$ cat config.mk
export PLATFORM = sky130hd
export DESIGN_NAME = uart_tx_scheduler
export DESIGN_NICKNAME = d
export VERILOG_FILES = /design/src/rtl/uart_pkg.sv /design/src/rtl/rr_arbiter.sv /design/src/rtl/uart_tx_scheduler.sv
export SDC_FILE = /design/constraint.sdc
export NUM_CORES = 1
export LEC_CHECK = 0
export CAP_MARGIN = 30
export CORE_AREA = 2 2 67 69
export CTS_BUF_LIST = sky130_fd_sc_hd__clkbuf_4
export CTS_CLUSTER_DIAMETER = 80
export DETAILED_ROUTE_END_ITERATION = 8
export DIE_AREA = 0 0 69 71
export PLACE_DENSITY = 0.75
export RECOVER_POWER = 50
export SLEW_MARGIN = 15
export SYNTH_ARGS = -nofsm -noshare
export SYNTH_HDL_FRONTEND = slang
export SYNTH_SLANG_ARGS = --single-unit
$ cat constraint.sdc
create_clock -name clk -period 8.4 [get_ports clk]
set_input_delay 0.84 -clock clk [delete_from_list [all_inputs] [get_ports clk]]
set_output_delay 0.84 -clock clk [all_outputs]
set_load 0.05 [all_outputs]
$ cat src/rtl/uart_pkg.sv
// Shared types and constants for the UART transmit scheduler.
// The parity feature is selected with the UART_PARITY_EN macro.
package uart_pkg;

  typedef enum logic [2:0] {
    IDLE   = 3'd0,
    START  = 3'd1,
    DATA   = 3'd2,
    PARITY = 3'd3,
    STOP   = 3'd4
  } state_e;

  localparam logic UART_IDLE_LVL = 1'b1;
  localparam logic START_LVL     = 1'b0;

  // Index width for n requesters, never below one bit
  function automatic int unsigned ptr_w(input int unsigned n);
    return (n > 1) ? $clog2(n) : 1;
  endfunction

endpackage

$ cat src/rtl/rr_arbiter.sv
// Combinational round-robin arbiter: one-hot winner is the first set request
// found searching upward from rr_ptr_i+1, wrapping.
module rr_arbiter
  import uart_pkg::*;
#(
  parameter int unsigned NUM_REQ = 4,
  parameter int unsigned PTR_W   = ptr_w(NUM_REQ)
) (
  input  logic [NUM_REQ-1:0] req_i,
  input  logic [PTR_W-1:0]   rr_ptr_i,
  output logic [NUM_REQ-1:0] win_c
);

  logic             found;
  logic [PTR_W-1:0] idx;

  always_comb begin
    win_c = '0;
    found = 1'b0;
    idx   = '0;
    for (int unsigned i = 1; i <= NUM_REQ; i++) begin
      idx = PTR_W'((32'(rr_ptr_i) + i) % NUM_REQ);
      if (!found && req_i[idx]) begin
        win_c[idx] = 1'b1;
        found      = 1'b1;
      end
    end
  end

endmodule

$ cat src/rtl/uart_tx_scheduler.sv
// Shares one UART transmit line between NUM_REQ byte requesters (round-robin).
// Define UART_PARITY_EN to append an even-parity bit after the data bits.
module uart_tx_scheduler
  import uart_pkg::*;
#(
  parameter int unsigned NUM_REQ   = 4,
  parameter int unsigned DATA_W    = 8,
  parameter int unsigned STOP_BITS = 1
) (
  input  logic                      clk,
  input  logic                      rst,
  input  logic                      bclk,
  input  logic [NUM_REQ-1:0]        req,
  input  logic [NUM_REQ*DATA_W-1:0] data,
  output logic [NUM_REQ-1:0]        gnt,
  output logic [NUM_REQ-1:0]        done,
  output logic                      busy,
  output logic                      tx
);

  localparam int unsigned PTR_W = ptr_w(NUM_REQ);
  localparam int unsigned CNT_W = $clog2(DATA_W + 1);
  localparam int unsigned SC_W  = 2;

  state_e              state_q, state_d;
  logic                bclk_q;
  logic [PTR_W-1:0]    rr_ptr_q, rr_ptr_d;
  logic [PTR_W-1:0]    owner_q, owner_d;
  logic [DATA_W-1:0]   shreg_q, shreg_d;
  logic [CNT_W-1:0]    bit_cnt_q, bit_cnt_d;
  logic [SC_W-1:0]     stop_cnt_q, stop_cnt_d;
  logic                tx_q, tx_d;
  logic [NUM_REQ-1:0]  gnt_q, gnt_d;
  logic [NUM_REQ-1:0]  done_q, done_d;
  logic                busy_q, busy_d;
`ifdef UART_PARITY_EN
  logic                parity_q, parity_d;
`endif

  logic                tick_c;
  logic [NUM_REQ-1:0]  win_c;
  logic [PTR_W-1:0]    win_idx_c;
  logic [DATA_W-1:0]   win_byte_c;

  assign tick_c = bclk & ~bclk_q;

  rr_arbiter #(
    .NUM_REQ (NUM_REQ),
    .PTR_W   (PTR_W)
  ) u_arb (
    .req_i    (req),
    .rr_ptr_i (rr_ptr_q),
    .win_c    (win_c)
  );

  // Encode the one-hot winner and select its byte
  always_comb begin
    win_idx_c  = '0;
    win_byte_c = '0;
    for (int i = 0; i < NUM_REQ; i++) begin
      if (win_c[i]) begin
        win_idx_c  = PTR_W'(i);
        win_byte_c = data[i*DATA_W +: DATA_W];
      end
    end
  end

  always_ff @(posedge clk or posedge rst) begin
    if (rst) begin
      state_q    <= IDLE;
      bclk_q     <= 1'b0;
      rr_ptr_q   <= PTR_W'(NUM_REQ - 1);
      owner_q    <= '0;
      shreg_q    <= '0;
      bit_cnt_q  <= '0;
      stop_cnt_q <= '0;
      tx_q       <= UART_IDLE_LVL;
      gnt_q      <= '0;
      done_q     <= '0;
      busy_q     <= 1'b0;
`ifdef UART_PARITY_EN
      parity_q   <= 1'b0;
`endif
    end else begin
      state_q    <= state_d;
      bclk_q     <= bclk;
      rr_ptr_q   <= rr_ptr_d;
      owner_q    <= owner_d;
      shreg_q    <= shreg_d;
      bit_cnt_q  <= bit_cnt_d;
      stop_cnt_q <= stop_cnt_d;
      tx_q       <= tx_d;
      gnt_q      <= gnt_d;
      done_q     <= done_d;
      busy_q     <= busy_d;
`ifdef UART_PARITY_EN
      parity_q   <= parity_d;
`endif
    end
  end

  always_comb begin
    state_d    = state_q;
    rr_ptr_d   = rr_ptr_q;
    owner_d    = owner_q;
    shreg_d    = shreg_q;
    bit_cnt_d  = bit_cnt_q;
    stop_cnt_d = stop_cnt_q;
    tx_d       = tx_q;
    gnt_d      = '0;
    done_d     = '0;
    busy_d     = busy_q;
`ifdef UART_PARITY_EN
    parity_d   = parity_q;
`endif

    case (state_q)
      IDLE: begin
        // The done cycle is spent in IDLE without arbitrating
        busy_d = 1'b0;
        if (done_q == '0 && req != '0) begin
          gnt_d    = win_c;
          owner_d  = win_idx_c;
          rr_ptr_d = win_idx_c;
          shreg_d  = win_byte_c;
          busy_d   = 1'b1;
          state_d  = START;
`ifdef UART_PARITY_EN
          parity_d = ^win_byte_c;
`endif
        end
      end
      START: begin
        if (tick_c && gnt_q == '0) begin
          tx_d      = START_LVL;
          bit_cnt_d = '0;
          state_d   = DATA;
        end
      end
      DATA: begin
        if (tick_c) begin
          tx_d      = shreg_q[0];
          shreg_d   = shreg_q >> 1;
          bit_cnt_d = bit_cnt_q + CNT_W'(1);
          if (bit_cnt_q == CNT_W'(DATA_W - 1)) begin
            stop_cnt_d = '0;
`ifdef UART_PARITY_EN
            state_d    = PARITY;
`else
            state_d    = STOP;
`endif
          end
        end
      end
`ifdef UART_PARITY_EN
      PARITY: begin
        if (tick_c) begin
          tx_d       = parity_q;
          stop_cnt_d = '0;
          state_d    = STOP;
        end
      end
`endif
      STOP: begin
        if (tick_c) begin
          tx_d       = UART_IDLE_LVL;
          stop_cnt_d = stop_cnt_q + SC_W'(1);
          if (stop_cnt_q == SC_W'(STOP_BITS)) begin
            done_d[owner_q] = 1'b1;
            state_d         = IDLE;
          end
        end
      end
      default: state_d = IDLE;
    endcase
  end

  assign gnt  = gnt_q;
  assign done = done_q;
  assign busy = busy_q;
  assign tx   = tx_q;

endmodule

==> reports/metrics.cfg, run 1 <==
[setup_path]
cp_max_fo = 13
cp-start-kind = primary input
cp_data_arrival_time_ns = 3.76
end_kind = register
critPathRequiredTime_ns = 8.62
criticalPathCategory = primary input to register

[timing]
finalHoldViolCount = 0
rsz0062_at_grt = no
timing.fmax_mhz = 282
tightest_slew_ns = 1.71
tns_ns = 0
min_period_over_period_pct = 42.2
skew_ns = 0.00104
max-slew-margin-rel_pct = -14.3
finalSetupViolCount = 0
finalCriticalPeriod_ns = 3.54
slew_viol_final = 33

[cts]
cts_resized = 0
h-tree-depth = 2
cts_tree = yes
cts_hold_buf = 0
cts.clk_slew.worst_paths_ns = 0.10
clockBufferDepth = 2
postCtsSetupBuffers = 0
numCtsBuffers = 5
cts-root-buf = clkbuf_4
clock-sinks = 32
clock_latency_ns = 0.33

[finish]
layout_common_cells = 46 x clkdlybuf4s50_1, 29 x dfrtp_1, 25 x nand2_1
fillers = 363
syn_to_final_growth_pct = 29.0
final_net_count = 306
final_common_cell = clkdlybuf4s50_1
post_layout_nonfiller_instances = 310
antenna-diode-count = 0
drive_gt1_share_pct = 10.9

[floorplanning]
dieArea_mm2 = 0.00490
pin_count = 49
start_util_pct = 47.4
dieWidth_um = 69
core_area_mm2 = 0.00420
die_y_um = 71
rows = 24

[yosys]
yosysTopAreaCellShare_pct = 36.4
netlist_instances = 208
netlist_top_cells_area = dfrtp_1 36%, ha_1 6.3%, a221oi_2 5.3%
synth_enable_flop_cells = 0
async_reset_ff_share_pct = 100
ys_types = 41
yosys_register_bits = 32
yosysWarnings = 0
synth_top_flop_cell = dfrtp_1
ys_seq_area_share_pct = 40.4
syn_area_mm2 = 0.00199
synth_area_per_cell_um2 = 9.58
syn-num-nets = 257
synth.largest_area_cell = dfrtp_1

[global_routing]
gr-total-overflow = 0
grt_pass1_wl_mm = 7.95
antenna_found_initial = 0
grt.total_usage_pct = 20.3
grt_pass1_vias = 1697
grt_max_degree = 33

[placed_design]
hpwl_mm = 3.42
place_congestion = 0.911
io_buffers = 48
dp.cells = 302

[drt]
viasPerCell = 5.61
drcViolationCount = 0
dr_total_vias = 1740
dr.pass1.iters = 5
drt_iter0_markers = 104
finalWirelength_mm = 4.61
ant_nets = 0
routedWlPerCell_um = 14.9

[flow_run]
maxCapViolations = 1

[power_and_ir_drop]
p_per_area_mw_per_mm2 = 373
leakagePower_nw = 1.07
vdd_ir_drop_max_mv = 0.192

[status]
status = complete, but fails checks
violations = capacitance limit, slew limit

[min_path]
hold_path.class = register to register

## synthesized netlist by cell type, types with 2 or more instances
| cell | instances |
|---|---|
| o21ai_0 | 3 |
| a31oi_1 | 3 |
| a21boi_1 | 3 |
| nor2_1 | 19 |
| nand2b_1 | 10 |
| o211ai_1 | 4 |
| dfstp_2 | 3 |
| ha_1 | 10 |
| nand3_1 | 7 |
| a21oi_1 | 11 |
| and3_1 | 5 |
| o221ai_1 | 7 |
| dfrtp_1 | 29 |
| mux4_2 | 4 |
| nand2_1 | 25 |
| o31ai_1 | 6 |
| nor3_1 | 4 |
| xnor2_1 | 3 |
| o21ai_1 | 7 |
| inv_1 | 10 |
| nor3b_1 | 2 |
| a221oi_2 | 7 |
| nor4_1 | 2 |
| clkbuf_1 | 7 |
## flip-flops by register name (all words and copies together), names as in the netlist, 2 cells and up
register and cells:
state_q 3, rr_ptr_q 2, gnt 4, done 4, owner_q 2, stop_cnt_q 2
bit_cnt_q 4, shreg_q 8
## path summary, 6_finish.rpt
| path | startpoint | end | slack, ns | cells after the start |
|---|---|---|---|---|
| worst max-delay path | req[1] | shreg_q[4] | 4.86 | 8 |
| worst min-delay path | owner_q[1] | done[1] | 0.46 | 1 |
| worst max register to register | rr_ptr_q[0] | shreg_q[4] | 4.87 | 9 |
| worst min register to register | owner_q[1] | done[1] | 0.46 | 1 |
| max in group asynchronous | rst | shreg_q[7] | 5.88 | 3 |
| min in group asynchronous | rst | stop_cnt_q[0] | 1.54 | 3 |
## worst max-delay path, stage by stage
cell	delay (ns)
clkdlybuf4s50_1	0.49
mux4_2	0.58
nand2_1	0.10
o21ai_1	0.07
o31ai_2	0.77
nand2_1	0.48
a221oi_2	0.30
o211ai_1	0.12
## logic make-up after synthesis
logic type,Yosys count,share of synthesized area [%]
AO/OA/AOI/OAI,58,22.7
multiplexers,5,5.09
AND/OR/NAND/NOR,81,20.0
XOR/XNOR,4,1.76
buffers and inverters,18,3.77
flip-flops,32,40.4
adder cells (fa/ha/maj),10,6.28
## final cells by class
type | instances | area [um2] | share of cell area [%]
inverters | 10 | 37.5 | 1.46
flip-flops and latches | 32 | 805 | 31.3
well taps | 52 | 65.1 | 2.53
repair buffers | 50 | 492 | 19.1
clock inverters | 1 | 5.00 | 0.195
multi-input cells | 158 | 1110 | 43.3
clock buffers | 7 | 52.6 | 2.05
## power breakdown
group | leakage, nW | total, mW | switching (mW) | internal [mW]
Sequential | 0.405 | 0.269 | 0.0552 | 0.214
Combinational | 0.632 | 0.595 | 0.353 | 0.242
Clock | 0.0361 | 0.0921 | 0.0531 | 0.0391
Total | 1.07 | 0.957 | 0.462 | 0.495
## routing by layer
| metal | track usage [%] | wire, um | up-vias | share of wire [%] |
|---|---|---|---|---|
| met3 | 3.85 | 169 | 6 | 3.7 |
| li1 | - | - | 863 | - |
| met4 | 8.06 | 63 | 0 | 1.4 |
| met5 | 0 | 0 | - | 0 |
| met2 | 33.5 | 2300 | 40 | 50 |
| met1 | 26.4 | 2070 | 831 | 45 |
## through the flow
step | util, % | power, mW | worst slack (ns) | hold WS (ns) | instance area [um2]
final | 61.1 | 0.957 | 4.86 | 0.463 | 2570
after floorplan | - | 0.735 | 5.76 | 0.425 | 1990
after global routing | 61.1 | 1.04 | 4.61 | 0.490 | 2570
after detailed placement | 59.8 | 0.868 | 4.51 | 0.449 | 2510
after global placement | 59.8 | 0.850 | 4.67 | 0.442 | 2510
after CTS | 61.2 | 0.961 | 4.85 | 0.461 | 2570
No activity file was read; power rests on OpenSTA's default activity.
==> inputs of run 2 (changes only) <==
Settings changed: CORE_AREA 2 2 67 69 to 2 2 69 71, DIE_AREA 0 0 69 71 to 0 0 71 73, PLACE_DENSITY 0.75 to 0.74.
Clock period 8.4 ns to 3.2 ns, I/O delays scaled along.
==> run 2 against run 1 <==
Effect of this change:
- the flow still finishes with violations (capacitance limit, slew limit)
- critical path depth is 1 higher
- sequential share of layout area fell by 0.33 points
- final cell count increased by 1.6%
- first-iteration DRC count down 15%
- hold slack got worse by 0.0087 ns
- critical endpoint is now shreg_q[2]
- largest power group unchanged
==> reports/metrics.cfg, run 2 (same netlist as run 1, synthesis figures left out) <==
[status]
status = complete, but fails checks
violations = capacitance limit, slew limit

[finish]
syn_to_final_growth_pct = 30.3
fillers = 406  ; +12%
layout_common_cells = 46 x clkdlybuf4s50_1, 29 x dfrtp_1, 24 x nand2_1
regMostFlops = shreg_q
finish.instance_area_mm2 = 0.00260  ; +1.1%
drive_gt1_share_pct = 12.3  ; +1.4 points
antenna-diode-count = 0  ; unchanged
final_common_cell = clkdlybuf4s50_1
seqCellArea_um2 = 805  ; unchanged
final_net_count = 309  ; +0.98%
multi_input_area_mm2 = 0.00111  ; +0.22%
largest_reg_flops = 8  ; unchanged

[placed_design]
place_congestion = 0.860  ; -5.5%
hpwl_mm = 3.59  ; +5.1%
io_buffers = 48  ; unchanged
pre_cts_ws_ns = 0.243  ; -4.27 ns
place_area_mm2 = 0.00254  ; +1.0%

[cts]
postCtsSetupBuffers = 0  ; unchanged
clockBufferDepth = 2  ; unchanged
cts-root-buf = clkbuf_4
numCtsBuffers = 5  ; unchanged
cts.clk_slew.worst_paths_ns = 0.10  ; about the same
cts_tree = yes
h-tree-depth = 2  ; unchanged
cts_hold_buf = 0  ; unchanged
clock_latency_ns = 0.34  ; about the same
clock-sinks = 32  ; unchanged

[timing]
rsz0062_at_grt = no
timing.fmax_mhz = 341
min_period_over_period_pct = 91.8
slew_viol_final = 33  ; unchanged
finalSetupViolCount = 0  ; unchanged
finalCriticalPeriod_ns = 2.94
skew_ns = 0.0160  ; +0.0149 ns
finalHoldViolCount = 0  ; unchanged
tns_ns = 0  ; unchanged
tightest_slew_ns = 1.76  ; +0.0421 ns
finalWorstSetupSlack_ns = 0.264  ; -4.59 ns
max-slew-margin-rel_pct = -17.1  ; -2.8 points

[global_routing]
grt_max_degree = 33  ; unchanged
antenna_found_initial = 0  ; unchanged
grt.total_usage_pct = 20.1  ; -0.18 points
gr-total-overflow = 0  ; unchanged
grt_pass1_vias = 1752  ; +3.2%
grt_pass1_wl_mm = 8.06  ; +1.4%

[power_and_ir_drop]
leakagePower_nw = 1.09  ; +1.4%
vdd_ir_drop_max_mv = 0.578  ; +200%
p_per_area_mw_per_mm2 = 995  ; +170%

[setup_path]
r2r_setup_slack_ns = 0.26  ; -4.61 ns
cp-start-kind = register
r2r_start = rr_ptr_q[0]
cp_top_family = compound AO/OA/AOI/OAI gates
end_kind = register
cp_max_fo = 8  ; -5
crit_start = rr_ptr_q[0]
crit_buf_inv = 1  ; unchanged
worstPathCellList = inv_1, ha_1, mux4_2, nand2_1, o21ai_1, o31ai_2, nand2b_1, o221ai_1, o211ai_1
slowest_stage = dfstp_2
critPathRequiredTime_ns = 3.41  ; -5.21 ns
max_stage_delay_ns = 0.64  ; -0.13 ns
criticalPathCategory = register to register
cp_data_arrival_time_ns = 3.15  ; -0.61 ns

[min_path]
worst_hold_startpoint = owner_q[1]
hold_path.class = register to register

[drt]
ant_nets = 0  ; unchanged
drt_iter0_markers = 88  ; -15%
dr_total_vias = 1800  ; +3.4%
viasPerCell = 5.71  ; +1.8%
dr.pass1.iters = 4  ; -1
finalWirelength_mm = 4.76  ; +3.2%
drcViolationCount = 0  ; unchanged
routedWlPerCell_um = 15.1  ; +1.6%

[floorplanning]
pin_count = 49  ; unchanged
dieWidth_um = 71  ; +2.9%
rows = 25  ; +4.2%
dieArea_mm2 = 0.00518  ; +5.8%
start_util_pct = 43.9  ; -3.5 points
die_y_um = 73  ; +2.8%
core_area_mm2 = 0.00454  ; +7.9%

[flow_run]
maxCapViolations = 1  ; unchanged

-- run 2: cell types whose count changed in the layout (fill, tap and decap cells not counted) --
cell     delta
buf_4       +3
nand2_2     +1
nand2_1     -1
-- run 2: through the flow --
step / std cells / total power, mW / hold WS (ns) / util, %
3_3_place_gp: 307 / 2.30 / 0.441 / 56.0
2_1_floorplan: 208 / 1.93 / 0.351 / -
4_1_cts: 315 / 2.58 / 0.370 / 57.3
6_report: 315 / 2.58 / 0.455 / 57.2
5_1_grt: 315 / 2.81 / 0.511 / 57.2
3_5_place_dp: 307 / 2.33 / 0.446 / 56.0
-- run 2: area by class of cell --
| class | instances | share of cell area (%) |
|---|---|---|
| Multi-Input combinational cell | 158 | 42.9 |
| Inverter | 10 | 1.45 |
| Clock buffer | 7 | 2.02 |
| Tap cell | 54 | 2.60 |
| Clock inverter | 1 | 0.193 |
| Timing Repair Buffer | 53 | 19.8 |
| Sequential cell | 32 | 31.0 |
-- run 2: power by group --
group	switching (mW)	internal [mW]	total (mW)
logic	0.951	0.681	1.63
clock network	0.144	0.103	0.246
registers	0.143	0.562	0.704
-- run 2: worst paths after layout --
path,endpoint,cells after the start
max,shreg_q[2],9
min,done[1],1
max reg2reg,shreg_q[2],9
min reg2reg,done[1],1
max in group asynchronous,shreg_q[7],3
min in group asynchronous,bit_cnt_q[1],3
-- run 2: repair_timing --
action / in CTS / in global routing
endpoints found under the setup margin: 0 / 1
gates resized for setup: 0 / 1
endpoints found under the hold margin: 0 / 0
-- run 2: per-layer routing --
layer | part of all wire, % | GRT usage (%) | up-vias
met3 | 2.9 | 3.73 | 5
li1 | - | - | 872
met1 | 46 | 25.5 | 888
met4 | 1.6 | 6.92 | 0
met2 | 50 | 34.5 | 35
met5 | 0 | 0 | -
==> inputs of run 3 (changes only) <==
Settings changed: GPL_TIMING_DRIVEN set to 0, SETUP_SLACK_MARGIN set to 0.5.
==> run 3 against run 2 <==
Effect of this change:
- the run now ends clean
- die area unchanged
- design area up 11%
- fmax rose by 7.0%
- hold slack improved by 0.017 ns
- critical endpoint unchanged
- largest cell class unchanged
==> reports/metrics.cfg, run 3 (same netlist as run 1, synthesis figures left out) <==
[setup_path]
cp_top_family = compound AO/OA/AOI/OAI gates
criticalPathCategory = register to register
end_kind = register
critPathRequiredTime_ns = 3.45  ; +0.04 ns
crit_buf_inv = 2  ; +1
reg2reg_depth = 9  ; unchanged
r2r_start = rr_ptr_q[0]
worstPathCellList = clkinvlp_4, ha_4, mux4_2, nand2_2, o21ai_1, o31ai_4, clkbuf_4, o221ai_1, o211ai_1
r2r_setup_slack_ns = 0.45  ; +0.19 ns
max_stage_delay_ns = 0.60  ; -0.04 ns
cp_data_arrival_time_ns = 2.99  ; -0.16 ns
slowest_stage = dfstp_2
cp-start-kind = register
r2r-end = shreg_q[2]
cp_max_fo = 10  ; +2

[timing]
slew_viol_final = 0  ; -100%
max-slew-margin-rel_pct = 18.1  ; +35 points
finalHoldViolCount = 0  ; unchanged
min_period_over_period_pct = 85.8  ; -6.0 points
tns_ns = 0  ; unchanged
finalSetupViolCount = 0  ; unchanged
skew_ns = 0.0121  ; -0.00387 ns
tightest_slew_ns = 1.23  ; -0.529 ns
finalCriticalPeriod_ns = 2.75  ; -0.191 ns
finalWorstSetupSlack_ns = 0.455  ; +0.191 ns
rsz0062_at_grt = yes
timing.fmax_mhz = 364  ; +7.0%

[finish]
regMostFlops = shreg_q
finish.instance_area_mm2 = 0.00287  ; +11%
final_net_count = 330  ; +6.8%
final_common_cell = clkdlybuf4s50_1
syn_to_final_growth_pct = 44.2
layout_common_cells = 46 x clkdlybuf4s50_1, 29 x dfrtp_1, 23 x nand2_1
post_layout_nonfiller_instances = 336  ; +6.7%
multi_input_area_mm2 = 0.00123  ; +10%
fillers = 380  ; -6.4%
largest_reg_flops = 8  ; unchanged
drive_gt1_share_pct = 19.5  ; +7.2 points
antenna-diode-count = 0  ; unchanged
seqCellArea_um2 = 805  ; unchanged

[drt]
finalWirelength_mm = 5.30  ; +11%
route.met2.wl_mm = 2.69  ; +14%
viasPerCell = 5.77  ; +0.94%
drcViolationCount = 0  ; unchanged
dr_total_vias = 1938  ; +7.7%
dr.pass1.iters = 4  ; unchanged
ant_nets = 0  ; unchanged
drt_iter0_markers = 93  ; +5.7%
routedWlPerCell_um = 15.8  ; +4.4%
top_layer = met4
wl_met1_mm = 2.33  ; +7.0%
met3_length_um = 186  ; +35%

[cts]
clock-sinks = 32  ; unchanged
cts-root-buf = clkbuf_4
clockBufferDepth = 2  ; unchanged
clock_latency_ns = 0.34  ; about the same
cts.clk_slew.worst_paths_ns = 0.09  ; about the same
numCtsBuffers = 5  ; unchanged
cts_tree = yes
h-tree-depth = 2  ; unchanged

[floorplanning]
dieWidth_um = 71  ; unchanged
dieArea_mm2 = 0.00518  ; unchanged
rows = 25  ; unchanged
start_util_pct = 43.9  ; unchanged
core_area_mm2 = 0.00454  ; unchanged
die_y_um = 73  ; unchanged
pin_count = 49  ; unchanged

[placed_design]
hpwl_mm = 3.47  ; -3.5%
pre_cts_ws_ns = 0.210  ; -0.0329 ns
io_buffers = 48  ; unchanged
dp.cells = 310  ; +0.98%
place_congestion = 0.812  ; -5.7%
place_area_mm2 = 0.00254  ; unchanged

[min_path]
hold_path.class = register to register
hold_depth = 1  ; unchanged
worst_hold_startpoint = owner_q[1]
hold_end = done[1]

[flow_run]
maxCapViolations = 0  ; -1

[power_and_ir_drop]
leakagePower_nw = 1.19  ; +9.8%
p_per_area_mw_per_mm2 = 1100  ; +11%
vdd_ir_drop_max_mv = 0.897  ; +55%
finalPower_mw = 3.17  ; +23%

[global_routing]
grt.total_usage_pct = 20.3  ; +0.27 points
grt_pass1_wl_mm = 8.34  ; +3.4%
gr-total-overflow = 0  ; unchanged
grt_pass1_vias = 1814  ; +3.5%
grt_max_degree = 33  ; unchanged
antenna_found_initial = 0  ; unchanged

[status]
status = finished, final reports clean

run 3: area by class of cell:
type,count,share of cell area (%)
Tap cell,54,2.35
Sequential cell,32,28.0
Multi-Input combinational cell,159,42.9
Clock buffer,7,1.83
Clock inverter,1,0.174
Inverter,10,1.44
Timing Repair Buffer,65,21.9
Buffer,8,1.44
run 3: report_power, final:
group | internal (mW) | total (mW) | switching, mW
combinational | 1.04 | 2.28 | 1.24
sequential | 0.561 | 0.651 | 0.0898
clock | 0.102 | 0.238 | 0.136
total | 1.70 | 3.17 | 1.47
run 3: worst max path at each step:
stage                 from          to  slack [ns]  cells after the start
6_report       rr_ptr_q[0]  shreg_q[2]        0.45                      9
4_1_cts        rr_ptr_q[0]  shreg_q[4]        0.53                      8
3_3_place_gp   rr_ptr_q[0]  shreg_q[2]        0.24                      9
3_5_place_dp   rr_ptr_q[0]  shreg_q[2]        0.21                      9
2_1_floorplan  rr_ptr_q[0]  shreg_q[1]        0.56                      8
5_1_grt        rr_ptr_q[0]  shreg_q[2]        0.39                     10
run 3: per-layer routing:
metal / vias to the layer above / track usage, %
met5: - / 0
met4: 0 / 8.39
met3: 10 / 3.18
met2: 55 / 32.8
met1: 954 / 27.5
li1: 919 / -
run 3: timing repair:
action / 4_1_cts / 5_1_grt
endpoints found under the hold margin: 0 / 0
hold buffers: 0 / 0
gates resized for setup: 8 / 14
gates cloned: 0 / 2
pin swaps: 2 / 12
setup buffers: 3 / 13
endpoints found under the setup margin: 13 / 10
run 3: per-stage QoR:
stage,hold WS (ns),util [%]
5_1_grt,0.492,63.3
2_1_floorplan,0.351,-
6_report,0.471,63.3
3_3_place_gp,0.438,56.0
3_5_place_dp,0.446,56.0
4_1_cts,0.400,58.4
==> RTL change 1: new RTL, config.mk and constraints of run 3 <==
Register the output `tx` once more, cleared by the reset; this adds one clock of latency there. The other outputs are not delayed to match.
--- a/src/rtl/uart_tx_scheduler.sv
+++ b/src/rtl/uart_tx_scheduler.sv
@@ -180,3 +180,9 @@
   assign busy = busy_q;
-  assign tx   = tx_q;
+  always_ff @(posedge clk or posedge rst) begin
+    if (rst) begin
+      tx <= '0;
+    end else begin
+      tx <= tx_q;
+    end
+  end
 
Function: changed (a bounded check fails within 4 cycles, from zero or initial values and one cycle with rst high).
==> RTL change 1 against run 3 <==
  * Worst setup slack better by 0.013 ns
  * Synthesized area up 3.6%
  * Combinational power down 15%
  * Sequential cell count up 1
  * Via count up 2.0%
  * Core utilization up 0.28 points
  * Largest cell class unchanged
  * Clock power down 3%
  * Total power down 11%
  * Wire length up 1.3%
  * Design area up 0.44%
==> RTL change 1: results (changes against run 3) <==
Parameter                              Value

Yosys
  Post-synthesis sequential area ratio ... 40.2% (-0.18 points)
  Net count after synthesis ... 271 (+5.4%)
  Cell types with the largest area share after synthesis ... sky130_fd_sc_hd__dfrtp_1 (36%), sky130_fd_sc_hd__ha_1 (6.1%), sky130_fd_sc_hd__dfstp_2 (3.8%)
  Avg Synthesized Cell Area ... 9.29 um^2 (-3.0%)
  Top cell types by occurrence after synthesis ... sky130_fd_sc_hd__dfrtp_1 (30), sky130_fd_sc_hd__nor2_1 (18), sky130_fd_sc_hd__nand2_1 (17)
  Number of distinct library cells after synthesis ... 49 (+20%)

Global routing
  Largest net degree at the start of global routing ... 34 (+3.0%)
  First-pass GRT wire length ... 8950 um (+7.4%)
  Met3 Use GR ... 2.90% (-0.28 points)
  Total Routing Usage GR ... 21.6% (+1.3 points)
  GR met1 Demand/Resource ... 27.7% (+0.14 points)

Place
  Number of cells in the design after placement ... 324 (+4.5%)
  HPWL reported at the end of detailed placement ... 3820 um (+10%)
  Gp weighted congestion ... 0.779 (-4.0%)

Hold path
  Hold path start ... tx_q
  Number of cells on the worst hold path ... 0 (-1)
  Worst Hold Path EP ... tx

Routing
  Vias after detailed routing ... 1977 (+2.0%)
  Final WL ... 5370 um (+1.3%)

Run status
  Status ... complete, no violations

Power and ir drop
  Part of the power in the clock network ... 8.2% (+0.7 points)
  Leakage component of the power ... 1.22 nW (+2.1%)
  Combinational cell fraction of total power ... 68.5% (-3.4 points)
  Worst vdd ir ... 0.711 mV (-21%)
  Switching power as a share of total power ... 46.0% (-0.34 points)

Finish
  Ratio of cells with drive above 1 in the final layout ... 17.5% (-2.0 points)
  Count of filler cells inserted in the layout ... 370 (-2.6%)

STA
  Final clock skew ... 0.00591 ns (-0.00618 ns)
  Slew at the pin with the worst max-slew slack ... 1.21 ns (-0.0143 ns)

Critical path
  Worst r2r path cells ... 10 (+1)
  Max Fanout on Critical Path ... 5 (-5)
==> RTL change 1: cell count changes in the layout (fill, tap and decap cells not counted), moves of 4 or more <==
cell	delta
sky130_fd_sc_hd__o31ai_1	-4
sky130_fd_sc_hd__a21oi_1	+5
sky130_fd_sc_hd__nand2_1	-7
sky130_fd_sc_hd__nand3_1	-4
sky130_fd_sc_hd__o211ai_1	-4
==> RTL change 1: what timing repair did <==
| item | in CTS | in global routing |
|---|---|---|
| gates resized for setup | 10 | 11 |
| buffers inserted | 7 | 6 |
| setup endpoints to repair | 12 | 10 |
| pin swaps | 3 | 6 |
==> RTL change 1: worst max-delay path, cell delays in order (launching register included) <==
cell                      delay, ns
sky130_fd_sc_hd__dfstp_2       0.57
sky130_fd_sc_hd__buf_6         0.13
sky130_fd_sc_hd__inv_6         0.04
sky130_fd_sc_hd__ha_4          0.26
sky130_fd_sc_hd__mux4_2        0.29
sky130_fd_sc_hd__nor2b_4       0.15
sky130_fd_sc_hd__a221o_1       0.30
sky130_fd_sc_hd__a22o_4        0.24
sky130_fd_sc_hd__or3b_1        0.34
sky130_fd_sc_hd__a21o_1        0.16
sky130_fd_sc_hd__a31oi_1       0.17
==> RTL change 1: metal layers <==
metal	vias up	part of all wire, %	wire length (um)
met1	958	44	2370
met5	-	0	0
li1	971	-	-
met2	41	52	2800
met3	7	2.3	124
met4	0	1.3	71
==> RTL change 1: cell type report <==
cell class | count | area [um^2] | share of cell area [%]
buffer | 13 | 77.6 | 2.69
clock buffer | 6 | 45.0 | 1.56
clock inverter | 2 | 10.0 | 0.347
inverter | 10 | 45.0 | 1.56
multi-input combinational | 166 | 1230 | 42.7
sequential | 33 | 830 | 28.8
tap | 54 | 67.6 | 2.34
timing repair buffer | 61 | 578 | 20.0
==> RTL change 1: per-stage QoR <==
stage | power [mW] | hold slack [ns] | util (%) | setup slack, ns
after global routing | 3.04 | 0.451 | 63.6 | 0.327
after global placement | 2.19 | 0.401 | 58.2 | 0.0649
final | 2.83 | 0.446 | 63.6 | 0.468
after floorplan | 1.82 | 0.351 | - | 0.486
after detailed placement | 2.22 | 0.413 | 58.2 | 0.0628
after CTS | 2.61 | 0.423 | 61.6 | 0.481
==> RTL change 1: cells by family (layout without fill, tap and decap cells) <==
kind of cell / Yosys count / after routing / share of synthesized area [%]
flops: 33 / 33 / 40.2
xor+xnor: 2 / 2 / 0.849
buf+inv: 23 / 92 / 4.55
compound gates: 67 / 67 / 22.6
mux: 7 / 7 / 5.28
fa+ha+maj: 11 / 11 / 6.55
simple gates: 79 / 79 / 20.0
==> RTL change 2: new RTL, settings of run 3 <==
Without the edit above. `NUM_REQ` is set to 4 in 2 places; all go to 2.
--- a/src/rtl/rr_arbiter.sv
+++ b/src/rtl/rr_arbiter.sv
@@ -5,3 +5,3 @@
 #(
-  parameter int unsigned NUM_REQ = 4,
+  parameter int unsigned NUM_REQ = 2,
   parameter int unsigned PTR_W   = ptr_w(NUM_REQ)
--- a/src/rtl/uart_tx_scheduler.sv
+++ b/src/rtl/uart_tx_scheduler.sv
@@ -5,3 +5,3 @@
 #(
-  parameter int unsigned NUM_REQ   = 4,
+  parameter int unsigned NUM_REQ   = 2,
   parameter int unsigned DATA_W    = 8,
Interface: changed (resized data, done, gnt and req); port bits go from 49 to 27. The function was not compared with the original's and may differ.
==> RTL change 2 against run 3 <==
  * Wire length shrank 47%
  * Sequential power shrank 20%
  * Fmax grew 22%
  * Synthesized cell count shrank 36%
  * Sequential share of layout area grew 10 points
  * Design area shrank 40%
  * Synthesized area shrank 31%
  * Clock power shrank 42%
  * Total power shrank 58%
  * Sequential cell count shrank 6
  * Worst setup slack gained 0.50 ns
  * Largest power group unchanged
==> RTL change 2: results (changes against run 3) <==
Parameter                              Value

Critical path
  Max Fanout on Critical Path ... 10 (unchanged)
  Arrival time of the worst setup path ... 2.46 ns (-0.53 ns)
  Worst r2r src ... state_q[1]
  Flop2flop setup slack ... 0.95 ns (+0.50 ns)
  Endpoint of the lowest-slack register-to-register path ... shreg_q[4]
  Worst r2r path cells ... 6 (-3)
  Critical-path top delay cell ... sky130_fd_sc_hd__or4_1
  Stage delay of the slowest cell on the critical path ... 0.40 ns (-0.20 ns)

Clock tree
  TritonCTS buffer count ... 3 (-2)
  Number of levels in the clock H-tree ... 1 (-1)
  Cell at the root of the clock tree ... sky130_fd_sc_hd__clkbuf_4
  Setup bufs post-CTS ... 0 (-3)
  Post-CTS resize count ... 0 (-8)
  Clock-pin transition on the worst setup and hold timing paths ... 0.14 ns (+0.05 ns)
  Clk_lat worst skew ... 0.32 ns (-0.02 ns)

Yosys
  Top cell types by occurrence after synthesis ... sky130_fd_sc_hd__dfrtp_1 (24), sky130_fd_sc_hd__nand2_1 (19), sky130_fd_sc_hd__o21ai_0 (11)
  Net count after synthesis ... 157 (-39%)
  Asr flop ratio synth ... 100% (unchanged)
  Cell types with the largest area share after synthesis ... sky130_fd_sc_hd__dfrtp_1 (44%), sky130_fd_sc_hd__mux2_2 (8.2%), sky130_fd_sc_hd__nand2_1 (5.2%)
  Dominant synthesized flop cell ... sky130_fd_sc_hd__dfrtp_1
  Post-synthesis sequential area ratio ... 47.8% (+7.4 points)
  Number of distinct library cells after synthesis ... 44 (+7.3%)

STA
  Worst Hold Margin ... 0.408 ns (-0.0628 ns)
  Headroom to the max-slew limit ... 44.9% (+27 points)
  Final count of hold timing violations ... 0 (unchanged)
  Final clock skew ... 0.00564 ns (-0.00645 ns)

Routing
  Post-detailed-route via-to-cell ratio ... 4.94 (-14%)
  Number of DRC markers after the initial detailed-route iteration ... 92 (-1.1%)
  Routed length per placed instance ... 12.9 um (-18%)

Finish
  Ratio of cells with drive above 1 in the final layout ... 13.4% (-6.1 points)
  Layout Nets ... 189 (-43%)

Power and ir drop
  Worst vdd ir ... 0.197 mV (-78%)
  Leakage component of the power ... 0.728 nW (-39%)

Global routing
  Antenna violations before repair ... 0 (unchanged)
  Total Routing Usage GR ... 11.5% (-8.8 points)
  Vias in the first global route ... 1023 (-44%)
  Largest net degree at the start of global routing ... 17 (-48%)
  First-pass GRT wire length ... 4800 um (-42%)

Run status
  Status ... complete, no violations

Hold path
  Path type of the worst min-delay path ... input port to asynchronous set/reset pin

Place
  Placed cell areas ... 1720 um^2 (-32%)
  Port Buffers ... 26 (-46%)
  Gp weighted congestion ... 0.814 (+0.25%)
  HPWL reported at the end of detailed placement ... 2150 um (-38%)
-- RTL change 2: cell types whose count changed after synthesis, sizes merged, moves of 6 or more --
cell,run 3,this run
nand3,7,1
a221oi,7,0
inv,10,3
nand2b,10,2
a21oi,11,1
ha,10,2
mux2,1,10
a32oi,0,8
nor2,20,9
o221ai,7,0
nand2,25,19
-- RTL change 2: worst max path at each step --
| stage | from | to | slack (ns) | depth (start not counted) |
|---|---|---|---|---|
| 3_5_place_dp | req[0] | shreg_q[5] | 0.92 | 6 |
| 6_report | state_q[1] | shreg_q[4] | 0.95 | 6 |
| 2_1_floorplan | state_q[0] | shreg_q[0] | 1.24 | 6 |
| 4_1_cts | state_q[0] | shreg_q[4] | 1.11 | 6 |
| 3_3_place_gp | req[0] | shreg_q[0] | 0.92 | 6 |
| 5_1_grt | state_q[1] | shreg_q[3] | 0.83 | 6 |
-- RTL change 2: kinds of logic (layout without fill, tap and decap cells) --
group           after synthesis  count (layout)  share of synthesized area [%]
compound gates               37              37                           20.0
xor+xnor                      1               1                          0.641
fa+ha+maj                     2               2                           1.83
buf+inv                      12              42                           4.30
flops                        26              26                           47.8
mux                          11              11                           8.97
simple gates                 45              45                           16.5
-- RTL change 2: worst max-delay path, delay by kind of cell (launching register included) --
family	cells	cell delay, ns
DFF	1	0.38
AOI/OAI and AO/OA	1	0.19
and+or+nand+nor	2	0.76
buffers and inverters	2	0.42
muxes	1	0.38
-- RTL change 2: cell type report --
cell class | count | area (um^2)
Inverter | 3 | 11.3
Buffer | 9 | 42.5
Fill cell | 456 | 2820
Tap cell | 54 | 67.6
Clock buffer | 3 | 22.5
Multi-Input combinational cell | 96 | 656
Timing Repair Buffer | 27 | 264
Sequential cell | 26 | 653
-- RTL change 2: power by group --
part           internal [mW]  switching, mW  leakage (nW)
Combinational          0.313          0.351         0.385
Sequential             0.453         0.0649         0.329
Clock                 0.0441         0.0941        0.0138
-- RTL change 2: layer usage --
layer	vias up	part of all wire [%]	global-route usage [%]
li1	551	-	-
met1	503	50	16.8
met2	18	45	17.7
met3	5	3.5	1.38
met4	0	1.8	4.40
met5	-	0	0
-- RTL change 2: metrics by stage --
step	utilization [%]	worst slack [ns]	instances
after global placement	37.4	0.924	214
after floorplan	-	1.24	134
after CTS	38.5	1.11	218
after detailed placement	38.0	0.922	215
after global routing	37.8	0.830	218
final	37.8	0.953	218
